File: src/rtl/ff_counter_pkg.sv
// Shared definitions for the flip-flop / counter utility block.
// Holds the default sizing and the JK input encoding.
package ff_counter_pkg;

    localparam int WIDTH_DEF     = 16;
    localparam int COUNT_MAX_DEF = 40;

    // JK input pair {j,k} decoded as a single code.
    typedef enum logic [1:0] {
        HOLD   = 2'b00,
        RESET  = 2'b01,
        SET    = 2'b10,
        TOGGLE = 2'b11
    } jk_code_e;

endpackage

File: src/rtl/ff_counter_if.sv
// Bundle of the flip-flop/counter control inputs and state outputs.
// The master side drives j/k/t/initiate; the slave side (the unit) returns state.
interface ff_counter_if
    import ff_counter_pkg::*;
#(
    parameter int WIDTH = WIDTH_DEF
);

    logic             j;
    logic             k;
    logic             t;
    logic             initiate;
    logic             jk_q;
    logic             jk_q_n;
    logic             t_q;
    logic             t_q_n;
    logic [WIDTH-1:0] count;
    logic             done;

    modport master (
        output j, k, t, initiate,
        input  jk_q, jk_q_n, t_q, t_q_n, count, done
    );

    modport slave (
        input  j, k, t, initiate,
        output jk_q, jk_q_n, t_q, t_q_n, count, done
    );

endinterface

File: src/rtl/jk_ff_cell.sv
// Single JK flip-flop with synchronous active-high set to q=1.
// q_n is the combinational complement, never a separate register.
module jk_ff_cell
    import ff_counter_pkg::*;
(
    input  logic clk,
    input  logic set,
    input  logic j,
    input  logic k,
    output logic q,
    output logic q_n
);

    logic     q_r;
    logic     q_next_s;
    jk_code_e code_s;

    // Next-state decode of the JK input pair.
    always_comb begin
        code_s   = jk_code_e'({j, k});
        q_next_s = q_r;
        case (code_s)
            HOLD:    q_next_s = q_r;
            RESET:   q_next_s = 1'b0;
            SET:     q_next_s = 1'b1;
            TOGGLE:  q_next_s = ~q_r;
            default: q_next_s = q_r;
        endcase
    end

    // State register; set forces q high and overrides j/k.
    always_ff @(posedge clk) begin
        if (set) begin
            q_r <= 1'b1;
        end else begin
            q_r <= q_next_s;
        end
    end

    assign q   = q_r;
    assign q_n = ~q_r;

endmodule

File: src/rtl/ff_counter_unit.sv
// JK flip-flop, T flip-flop and saturating up-counter sharing one clock and reset.
// The T function reuses the JK cell with j=k=t.
module ff_counter_unit
    import ff_counter_pkg::*;
#(
    parameter int WIDTH     = WIDTH_DEF,
    parameter int COUNT_MAX = COUNT_MAX_DEF
) (
    input  logic        clk,
    input  logic        set,
    ff_counter_if.slave bus
);

    localparam logic [WIDTH-1:0] MAX_C  = WIDTH'(COUNT_MAX);
    localparam logic [WIDTH-1:0] ZERO_C = {WIDTH{1'b0}};
    localparam logic [WIDTH-1:0] ONE_C  = WIDTH'(1);

    logic             jk_q_s;
    logic             jk_q_n_s;
    logic             t_q_s;
    logic             t_q_n_s;
    logic [WIDTH-1:0] count_r;
    logic [WIDTH-1:0] count_next_s;

    jk_ff_cell u_jk (
        .clk (clk),
        .set (set),
        .j   (bus.j),
        .k   (bus.k),
        .q   (jk_q_s),
        .q_n (jk_q_n_s)
    );

    jk_ff_cell u_t (
        .clk (clk),
        .set (set),
        .j   (bus.t),
        .k   (bus.t),
        .q   (t_q_s),
        .q_n (t_q_n_s)
    );

    // Counter next value: clear when idle, increment, then saturate at the terminal count.
    always_comb begin
        count_next_s = count_r;
        if (!bus.initiate) begin
            count_next_s = ZERO_C;
        end else if (count_r < MAX_C) begin
            count_next_s = count_r + ONE_C;
        end else begin
            count_next_s = MAX_C;
        end
    end

    // Counter register; set clears it regardless of initiate.
    always_ff @(posedge clk) begin
        if (set) begin
            count_r <= ZERO_C;
        end else begin
            count_r <= count_next_s;
        end
    end

    assign bus.jk_q   = jk_q_s;
    assign bus.jk_q_n = jk_q_n_s;
    assign bus.t_q    = t_q_s;
    assign bus.t_q_n  = t_q_n_s;
    assign bus.count  = count_r;
    assign bus.done   = (count_r == MAX_C);

endmodule

File: src/flat_wrapper.sv
// flat-port wrapper written by rule: the top's interface ports become plain ports
module ff_counter_unit_flat import ff_counter_pkg::*;
#(
    parameter int WIDTH     = WIDTH_DEF,
    parameter int COUNT_MAX = COUNT_MAX_DEF
)
  (clk, set, bus_j, bus_k, bus_t, bus_initiate, bus_jk_q, bus_jk_q_n, bus_t_q, bus_t_q_n, bus_count, bus_done);
  ff_counter_if #(.WIDTH(WIDTH)) bus_i ();
  input  logic clk;
  input  logic set;
  input wire logic [$bits(bus_i.j)-1:0] bus_j;
  input wire logic [$bits(bus_i.k)-1:0] bus_k;
  input wire logic [$bits(bus_i.t)-1:0] bus_t;
  input wire logic [$bits(bus_i.initiate)-1:0] bus_initiate;
  output wire logic [$bits(bus_i.jk_q)-1:0] bus_jk_q;
  output wire logic [$bits(bus_i.jk_q_n)-1:0] bus_jk_q_n;
  output wire logic [$bits(bus_i.t_q)-1:0] bus_t_q;
  output wire logic [$bits(bus_i.t_q_n)-1:0] bus_t_q_n;
  output wire logic [$bits(bus_i.count)-1:0] bus_count;
  output wire logic [$bits(bus_i.done)-1:0] bus_done;
  assign bus_i.j = bus_j;
  assign bus_i.k = bus_k;
  assign bus_i.t = bus_t;
  assign bus_i.initiate = bus_initiate;
  assign bus_jk_q = bus_i.jk_q;
  assign bus_jk_q_n = bus_i.jk_q_n;
  assign bus_t_q = bus_i.t_q;
  assign bus_t_q_n = bus_i.t_q_n;
  assign bus_count = bus_i.count;
  assign bus_done = bus_i.done;
  ff_counter_unit #(.WIDTH(WIDTH), .COUNT_MAX(COUNT_MAX)) u_core (.clk(clk), .set(set), .bus(bus_i));
endmodule
File: config.mk
export PLATFORM = sky130hd
export DESIGN_NAME = ff_counter_unit_flat
export DESIGN_NICKNAME = d
export VERILOG_FILES = /design/src/rtl/ff_counter_pkg.sv /design/src/rtl/ff_counter_if.sv /design/src/rtl/jk_ff_cell.sv /design/src/rtl/ff_counter_unit.sv /design/src/flat_wrapper.sv
export SDC_FILE = /design/constraint.sdc
export NUM_CORES = 1
export LEC_CHECK = 0
export ABC_CLOCK_PERIOD_IN_PS = 3380
export CELL_PAD_IN_SITES_DETAIL_PLACEMENT = 1
export CELL_PAD_IN_SITES_GLOBAL_PLACEMENT = 2
export CORE_UTILIZATION = 24
export DETAILED_ROUTE_END_ITERATION = 8
export GPL_TIMING_DRIVEN = 0
export HOLD_SLACK_MARGIN = 0.02
export PLACE_DENSITY = 0.74
export RECOVER_POWER = 100
export SLEW_MARGIN = 20
export SYNTH_ARGS = -nofsm -noshare
export SYNTH_HDL_FRONTEND = slang
export SYNTH_SLANG_ARGS = --single-unit
export TNS_END_PERCENT = 20
File: constraint.sdc
create_clock -name clk -period 3.38 [get_ports clk]
set_input_delay 0.845 -clock clk [delete_from_list [all_inputs] [get_ports clk]]
set_output_delay 0.845 -clock clk [all_outputs]
set_load 0.02 [all_outputs]
**Word-level counts from Yosys, hierarchy flattened**

Cells that the tools add are included.

- Output and inout port bits: 21
- Bits in registers: 18

- $lt $le $gt $ge: 1
- Bitwise logic cells: 4
- Reduce and logical (&&, ||, !) cells: 4
- Add/sub/neg operators: 1
- Multiplexer cells: 3
- Equal/unequal tests: 7

Operators with widths:

| kind | count |
|---|---|
| 16-bit by 1-bit adder with 16-bit output (second input constant) | 1 |
| 16-bit by 6-bit == test with 1-bit output (second input constant) | 1 |
| 16-bit by 6-bit < comparator with 1-bit output (second input constant) | 1 |
| 2-bit == test (second input constant) | 4 |
| 6-bit 2-to-1 mux | 1 |
| 1-bit case mux with 3 select lines | 2 |
| 2-bit by 1-bit == test with 1-bit output (second input constant) | 2 |
| 2-bit logical NOT | 2 |
| 1-bit NOT | 4 |
| 3-bit OR reduction | 1 |
| 2-bit OR reduction | 1 |

**Longest topological paths before layout**

Gate-level depths: netlist of run 1.

- Word-level depth: 3
- Depth in mapped cells: 4

**Hierarchy**

A second synthesis of run 1 with hierarchy kept.

- Cell total of the unflattened synthesis: 55
- Area total of the unflattened synthesis: 628.1 um^2

By module, submodules not included:

| module | sequential area each (um^2) | area an instance (um^2) | instances | cells an instance |
|---|---|---|---|---|
| ff_counter_unit | 320.3 | 535.5 | 1 | 47 |
| jk_ff_cell | 20.0 | 46.3 | 2 | 4 |

**Least setup slack after synthesis of run 1**

OpenSTA, ideal clock, no wires.

- Path kind: register -> output
- Start: register u_core.count_r[15], in the netlist u_core.bus.count[15]
- End: output bus_done
- Buffers on the path: 0
- Stages on the path, launching flop included: 4
- Data arrival time: 1.135 ns
- Path slack: 1.400 ns
- Cells stage by stage: dfxtp_1 nor4_1 and3_2 and2_1

- Word-level cells in the longest chain between the ends: 1

RTL lines:

| element | RTL line | text |
|---|---|---|
| start: declaration | ff_counter_unit.sv:22 | `logic [WIDTH-1:0] count_r;` |
| start signal: assignment | ff_counter_unit.sv:60 | `count_r <= count_next_s;` |
| 16-bit by 6-bit == test with 1-bit output | ff_counter_unit.sv:69 | `assign bus.done = (count_r == MAX_C);` |
| end: declaration | flat_wrapper.sv:20 | `output wire logic [$bits(bus_i.done)-1:0] bus_done;` |

No other way between the ends.

**Worst setup path in the final report of run 1**

Same ends and word-level chain as after synthesis.

==> metrics.md, run 1 <==
| Metric | Value |
|---|---|
| Diode count | `0` |
| DR vias | `497` |
| Area fraction of the dominant cell type after synthesis | `59.5%` |
| Root buf cell | `clkbuf_4` |
| Largest family of logic cells by synthesized area | `simple AND/OR/NAND/NOR gates` |
| Min cycle time layout | `2.85 ns` |
| Clk Latency, worst-skew pair | `0.28 ns` |
| Reg clk slew, reported paths | `0.09 ns` |
| CP peak stage delay | `0.66 ns` |
| LEAKAGE | `0.408 nW` |
| Pre-CTS WS | `0.856 ns` |
| Fin. max-slew vios | `0` |
| Setup ws final | `0.527 ns` |
| Final setup fails | `0` |
| Number of cell rows | `17` |
| Most frequent cells in the layout | `24 x dlygate4sd3_1, 18 x dfxtp_1, 10 x conb_1, 5 x inv_1, 4 x nor3_1` |
| Int Pwr | `0.287 mW` |
| Hold_buf cts | `0` |
| Largest net degree at the start of global routing | `10` |
| Die width | `52.2 µm` |
| Wire per inst | `10.6 µm` |
| Routed Antenna Nets | `0` |
| Tot Pwr | `0.376 mW` |
| Post-synthesis xor/xnor area fraction | `4.34%` |
| Crit path buffers/inverters | `1` |
| Non-Filler Instances | `123` |
| Wirelength, routed | `1.30 mm` |
| Crit-path cells | `nor4_1 -> and3_2 -> and2_1 -> dlygate4sd3_1` |
| Mapped Area | `606 µm²` |
| RSZ-0062 raised after global routing | `false` |
| Logic pwr share | `13.4%` |
| Area of the multi-input gates | `260 µm²` |
| Post-Synth Simple-Gate Area | `22.1%` |
| Global placement routability congestion | `0.706` |
| Share of layout cells above drive strength 1 | `6.32%` |
| Total GRT Usage | `10.8%` |
| Clock tree skew after final layout | `0.00408 ns` |
| PostCTS Resize Cnt | `0` |
| MaxCap Viol Count | `0` |
| Synth Area in Compound Gates | `4.34%` |
| Die Footprint | `2730 µm²` |
| Number of global-route vias before repair | `502` |
| DRC errors left | `0` |
| Register area share after synthesis | `59.5%` |
| Critical Path AT | `2.01 ns` |
| CTS buffer count | `3` |
| Finished Cell Area | `957 µm²` |
| Post-Synth Adder-Cell Area | `4.13%` |
| Die Y-Extent | `52.2 µm` |
| Worst min-delay path category | `reg -> reg` |
| First-pass GRT wire length | `2.15 mm` |
| IO buf count | `26` |
| Fin util | `41.7%` |
| Pre-antenna DRT Iters | `4` |
| Post-CTS Setup Bufs | `0` |
| CP max-delay cell | `dlygate4sd3_1` |
| Post-synthesis mux area share | `1.86%` |
| Worst setup EP type | `output port` |
| Synth Warn # | `0` |
| Vias per Instance | `4.04` |
| Tcrit/Tclk final | `84.4%` |
| CP top delay family | `simple AND/OR/NAND/NOR gates` |
| Core footprint | `2300 µm²` |
| Req. time, crit path | `2.53 ns` |
| Gr ovfl total | `0` |
| Register Area | `360 µm²` |
| Synth area leaders | `dfxtp_1 60%, ha_1 4.1%, nor3_1 3.3%` |
| Clock Sink Count | `18` |
| Iter 0 DRT Violations | `4` |
| Hold slack | `0.539 ns` |
| Placed cell areas | `935 µm²` |
| Worst Setup Start Kind | `register` |
| Net Sw Power | `0.0887 mW` |
| Largest area contributor in the netlist | `dfxtp_1` |
| Syn avg cell area | `10.6 µm²` |
| Post-Synthesis Cells | `57` |
| Initial Utilization | `26.4%` |
| I/O pin count | `27` |
| Worst VDD drop | `248 µV` |
| Reg power frac | `60.7%` |
| Max Clock Freq | `350 MHz` |
| Final Hold Fails | `0` |
| Setup TNS | `0 ns` |
| Area Overhead vs Synth | `58.1%` |
| Number of distinct library cells after synthesis | `24` |
| Power Dens Cells | `393 nW/µm²` |
| # fillers | `278` |
| Status | `finished, final reports clean` |
| HPWL Detailed | `1.11 mm` |
| Switching share of power | `23.6%` |
| Power share of the clock group | `25.9%` |
| H-Tree Depth | `1` |
| Clock Tree Buf Depth | `2` |
| Synthesis-stage register bit count | `18` |
| CTS tree | `yes` |
| Commonest non-fill, non-tap cell in the layout | `dlygate4sd3_1` |
| Layout Nets | `105` |
| CP max FO | `3` |
| Crit path kind | `reg -> out` |
| Placed cells | `120` |
| Antenna violations before repair | `0` |
-- power by group through the flow --
stage               Clock, mW  Sequential, mW  Combinational [mW]
floorplan                   0           0.246              0.0119
global placement            0           0.234              0.0546
detailed placement          0           0.234              0.0558
CTS                     0.105           0.229              0.0561
global route            0.116           0.231              0.0540
finish                 0.0975           0.228              0.0503
-- cell families (layout without fill, tap and decap cells) --
family / Yosys count / in the layout
buf+inv: 5 / 34
compound gates: 5 / 5
mux: 1 / 1
fa+ha+maj: 2 / 2
simple gates: 22 / 22
xor+xnor: 3 / 3
other cells: 1 / 10
flops: 18 / 18
-- tightest hold or removal path: cells and delay by family (launching register included) --
kind	cells	cell delay, ns
compound gates	1	0.07
simple gates	2	0.11
flops	1	0.34
-- cell usage after synthesis --
cell type  number
a21oi_1         3
a31oi_1         1
and2_1          1
and3_1          1
and3_2          1
conb_1          1
dfxtp_1        18
ha_1            2
inv_1           5
mux2_2          1
nand2_1         2
nand2b_1        3
nand3_1         3
nand3b_1        1
nand4b_1        1
nor2_1          1
nor2b_1         1
nor3_1          4
nor3b_1         1
nor4_1          1
nor4_2          1
o21ai_0         1
xnor2_1         2
xor2_1          1
-- registers in the layout (all words and copies together) (netlist names) --
signal and flops:
u_core.u_jk.q 1, u_core.u_t.q 1, u_core.bus.count 16
-- per-layer routing --
metal / track usage [%] / share of wire, % / vias to the layer above
li1: - / - / 258
met1: 13.2 / 43 / 225
met2: 18.4 / 52 / 12
met3: 1.74 / 4.0 / 2
met4: 5.26 / 1.3 / 0
met5: 0 / 0 / -
-- worst paths after layout --
path,end,cells past startpoint,startpoint,slack [ns]
worst max-delay path,bus_done,4,u_core.bus.count[15]$_SDFF_PP0_,0.53
worst min-delay path,u_core.u_jk.q$_SDFFE_PP1P_,3,u_core.u_jk.q$_SDFFE_PP1P_,0.54
worst max register to register,u_core.bus.count[1]$_SDFF_PP0_,3,u_core.bus.count[11]$_SDFF_PP0_,2.18
worst min register to register,u_core.u_jk.q$_SDFFE_PP1P_,3,u_core.u_jk.q$_SDFFE_PP1P_,0.54
-- final cells by class --
class | instances | share of cell area (%)
inverter | 5 | 1.96
timing repair buffer | 26 | 27.2
multi-input combinational | 43 | 27.2
tap | 28 | 3.66
sequential | 18 | 37.6
clock buffer | 3 | 2.35
(Power assumes the default switching activity.)
==> run 2, diff against run 1 <==
--- a/config.mk
+++ b/config.mk
@@ -5,14 +5,14 @@
 export SDC_FILE = /design/constraint.sdc
 export NUM_CORES = 1
 export LEC_CHECK = 0
-export ABC_CLOCK_PERIOD_IN_PS = 3380
+export ABC_CLOCK_PERIOD_IN_PS = 2480
 export CELL_PAD_IN_SITES_DETAIL_PLACEMENT = 1
 export CELL_PAD_IN_SITES_GLOBAL_PLACEMENT = 2
-export CORE_UTILIZATION = 24
+export CORE_UTILIZATION = 20
 export DETAILED_ROUTE_END_ITERATION = 8
 export GPL_TIMING_DRIVEN = 0
 export HOLD_SLACK_MARGIN = 0.02
-export PLACE_DENSITY = 0.74
+export PLACE_DENSITY = 0.66
 export RECOVER_POWER = 100
 export SLEW_MARGIN = 20
 export SYNTH_ARGS = -nofsm -noshare
==> constraint.sdc (replaced) <==
create_clock -name clk -period 2.48 [get_ports clk]
set_input_delay 0.62 -clock clk [delete_from_list [all_inputs] [get_ports clk]]
set_output_delay 0.62 -clock clk [all_outputs]
set_load 0.02 [all_outputs]
==> metrics.md, run 2 (same netlist as run 1, synthesis figures left out) <==
| Metric | Value |
|---|---|
| Final Hold Fails | `0` |
| # fillers | `330` |
| Setup TNS | `0 ns` |
| Hold_buf cts | `0` |
| Number of cell rows | `19` |
| Gr ovfl total | `0` |
| CTS tree | `yes` |
| Pre-antenna DRT Iters | `6` |
| Largest net degree at the start of global routing | `10` |
| CP max-delay cell | `dfxtp_1` |
| Req. time, crit path | `1.86 ns` |
| CP top delay family | `simple AND/OR/NAND/NOR gates` |
| Clock Sink Count | `18` |
| DRC errors left | `2` |
| Clk Latency, worst-skew pair | `0.28 ns` |
| CTS buffer count | `3` |
| Global placement routability congestion | `0.675` |
| Worst Setup Start Kind | `register` |
| Reg clk slew, reported paths | `0.09 ns` |
| I/O pin count | `27` |
| Commonest non-fill, non-tap cell in the layout | `dlygate4sd3_1` |
| Total GRT Usage | `9.45%` |
| Antenna violations before repair | `0` |
| Core footprint | `2810 µm²` |
| Tot Pwr | `0.519 mW` |
| CP max FO | `3` |
| Layout Nets | `105` |
| Worst min-delay path category | `reg -> reg` |
| Initial Utilization | `21.6%` |
| H-Tree Depth | `1` |
| HPWL Detailed | `1.02 mm` |
| Worst VDD drop | `244 µV` |
| Most frequent cells in the layout | `23 x dlygate4sd3_1, 18 x dfxtp_1, 10 x conb_1, 5 x inv_1, 4 x nor3_1` |
| Root buf cell | `clkbuf_4` |
| Crit-path cells | `nor4_2 -> and3_2 -> and2_0 -> dlygate4sd2_1` |
| Die width | `57.0 µm` |
| Status | `finished with violations` |
| Area Overhead vs Synth | `59.5%` |
| Power Dens Cells | `537 nW/µm²` |
| IO buf count | `26` |
| Clock tree skew after final layout | `0.00204 ns` |
| Wirelength, routed | `1.30 mm` |
| Post-CTS Setup Bufs | `0` |
| Share of layout cells above drive strength 1 | `7.37%` |
| RR Startpoint | `u_core.bus.count[11]$_SDFF_PP0_` |
| Final setup fails | `0` |
| Number of global-route vias before repair | `533` |
| Min cycle time layout | `2.26 ns` |
| Die Y-Extent | `57.0 µm` |
| PostCTS Resize Cnt | `2` |
| Worst setup EP type | `output port` |
| Die Footprint | `3250 µm²` |
| Max reg flops | `16` |
| Hold path startpoint | `u_core.u_t.q$_SDFFE_PP1P_` |
| Iter 0 DRT Violations | `8` |
| First-pass GRT wire length | `2.37 mm` |
| Vias per Instance | `4.01` |
| Wire per inst | `10.3 µm` |
| Routed Antenna Nets | `0` |
| Max Clock Freq | `442 MHz` |
| Fin. max-slew vios | `0` |
| RSZ-0062 raised after global routing | `false` |
| LEAKAGE | `0.409 nW` |
| Failing checks | `design-rule violations` |
| MaxCap Viol Count | `0` |
| Diode count | `0` |
| Tcrit/Tclk final | `91.2%` |
| Crit path kind | `reg -> out` |
| Critical Path AT | `1.64 ns` |
| Crit path from | `u_core.bus.count[11]$_SDFF_PP0_` |
| Crit path buffers/inverters | `1` |
| CP peak stage delay | `0.33 ns` |
| DR vias | `505` |
| Clock Tree Buf Depth | `2` |
==> run 2: final timing paths <==
check | to | slack, ns | cells past startpoint
worst max-delay path | bus_done | 0.22 | 4
worst min-delay path | u_core.u_t.q$_SDFFE_PP1P_ | 0.54 | 2
worst max register to register | u_core.bus.count[2]$_SDFF_PP0_ | 1.28 | 3
worst min register to register | u_core.u_t.q$_SDFFE_PP1P_ | 0.54 | 2
==> run 2: layout make-up <==
class,instances,area (µm²),share of cell area (%)
Sequential cell,18,360,37.3
Multi-Input combinational cell,43,267,27.6
Timing Repair Buffer,26,259,26.8
Tap cell,31,38.8,4.02
Clock buffer,3,22.5,2.33
Inverter,5,18.8,1.94
==> run 2: metal layers <==
metal / wire [µm] / GRT usage, % / vias up
met4: 10 / 6.27 / 0
met1: 627 / 12.7 / 230
met3: 91 / 2.27 / 2
met5: 0 / 0 / -
li1: - / - / 258
met2: 569 / 13.4 / 15
==> run 2: through the flow <==
step / std cells / instance area (µm²) / setup slack [ns] / util, % / hold slack, ns
floorplan: 66 / 639 / 0.725 / - / 0.589
global placement: 123 / 938 / 0.173 / 33.5 / 0.509
detailed placement: 123 / 938 / 0.157 / 33.5 / 0.519
CTS: 126 / 966 / 0.166 / 34.4 / 0.548
global route: 126 / 966 / 0.0878 / 34.4 / 0.592
finish: 126 / 966 / 0.218 / 34.4 / 0.536
==> run 2: worst min-delay path: stages (launching register included) <==
cell and delay, ns:
dfxtp_1 0.37, xnor2_1 0.09, nand2b_1 0.06
==> run 2: power breakdown <==
group	switching [mW]	internal, mW	total [mW]
registers	0.00987	0.302	0.312
clock network	0.0821	0.0563	0.138
logic	0.0348	0.0333	0.0681
total	0.127	0.392	0.519
==> run 3, diff against run 2 <==
--- a/config.mk
+++ b/config.mk
@@ -14,6 +14,7 @@
 export HOLD_SLACK_MARGIN = 0.02
 export PLACE_DENSITY = 0.66
 export RECOVER_POWER = 100
+export SKIP_LAST_GASP = 1
 export SLEW_MARGIN = 20
 export SYNTH_ARGS = -nofsm -noshare
 export SYNTH_HDL_FRONTEND = slang
==> results of run 3 <==
The final DEF is identical to that of run 2; final timing and power are the same.
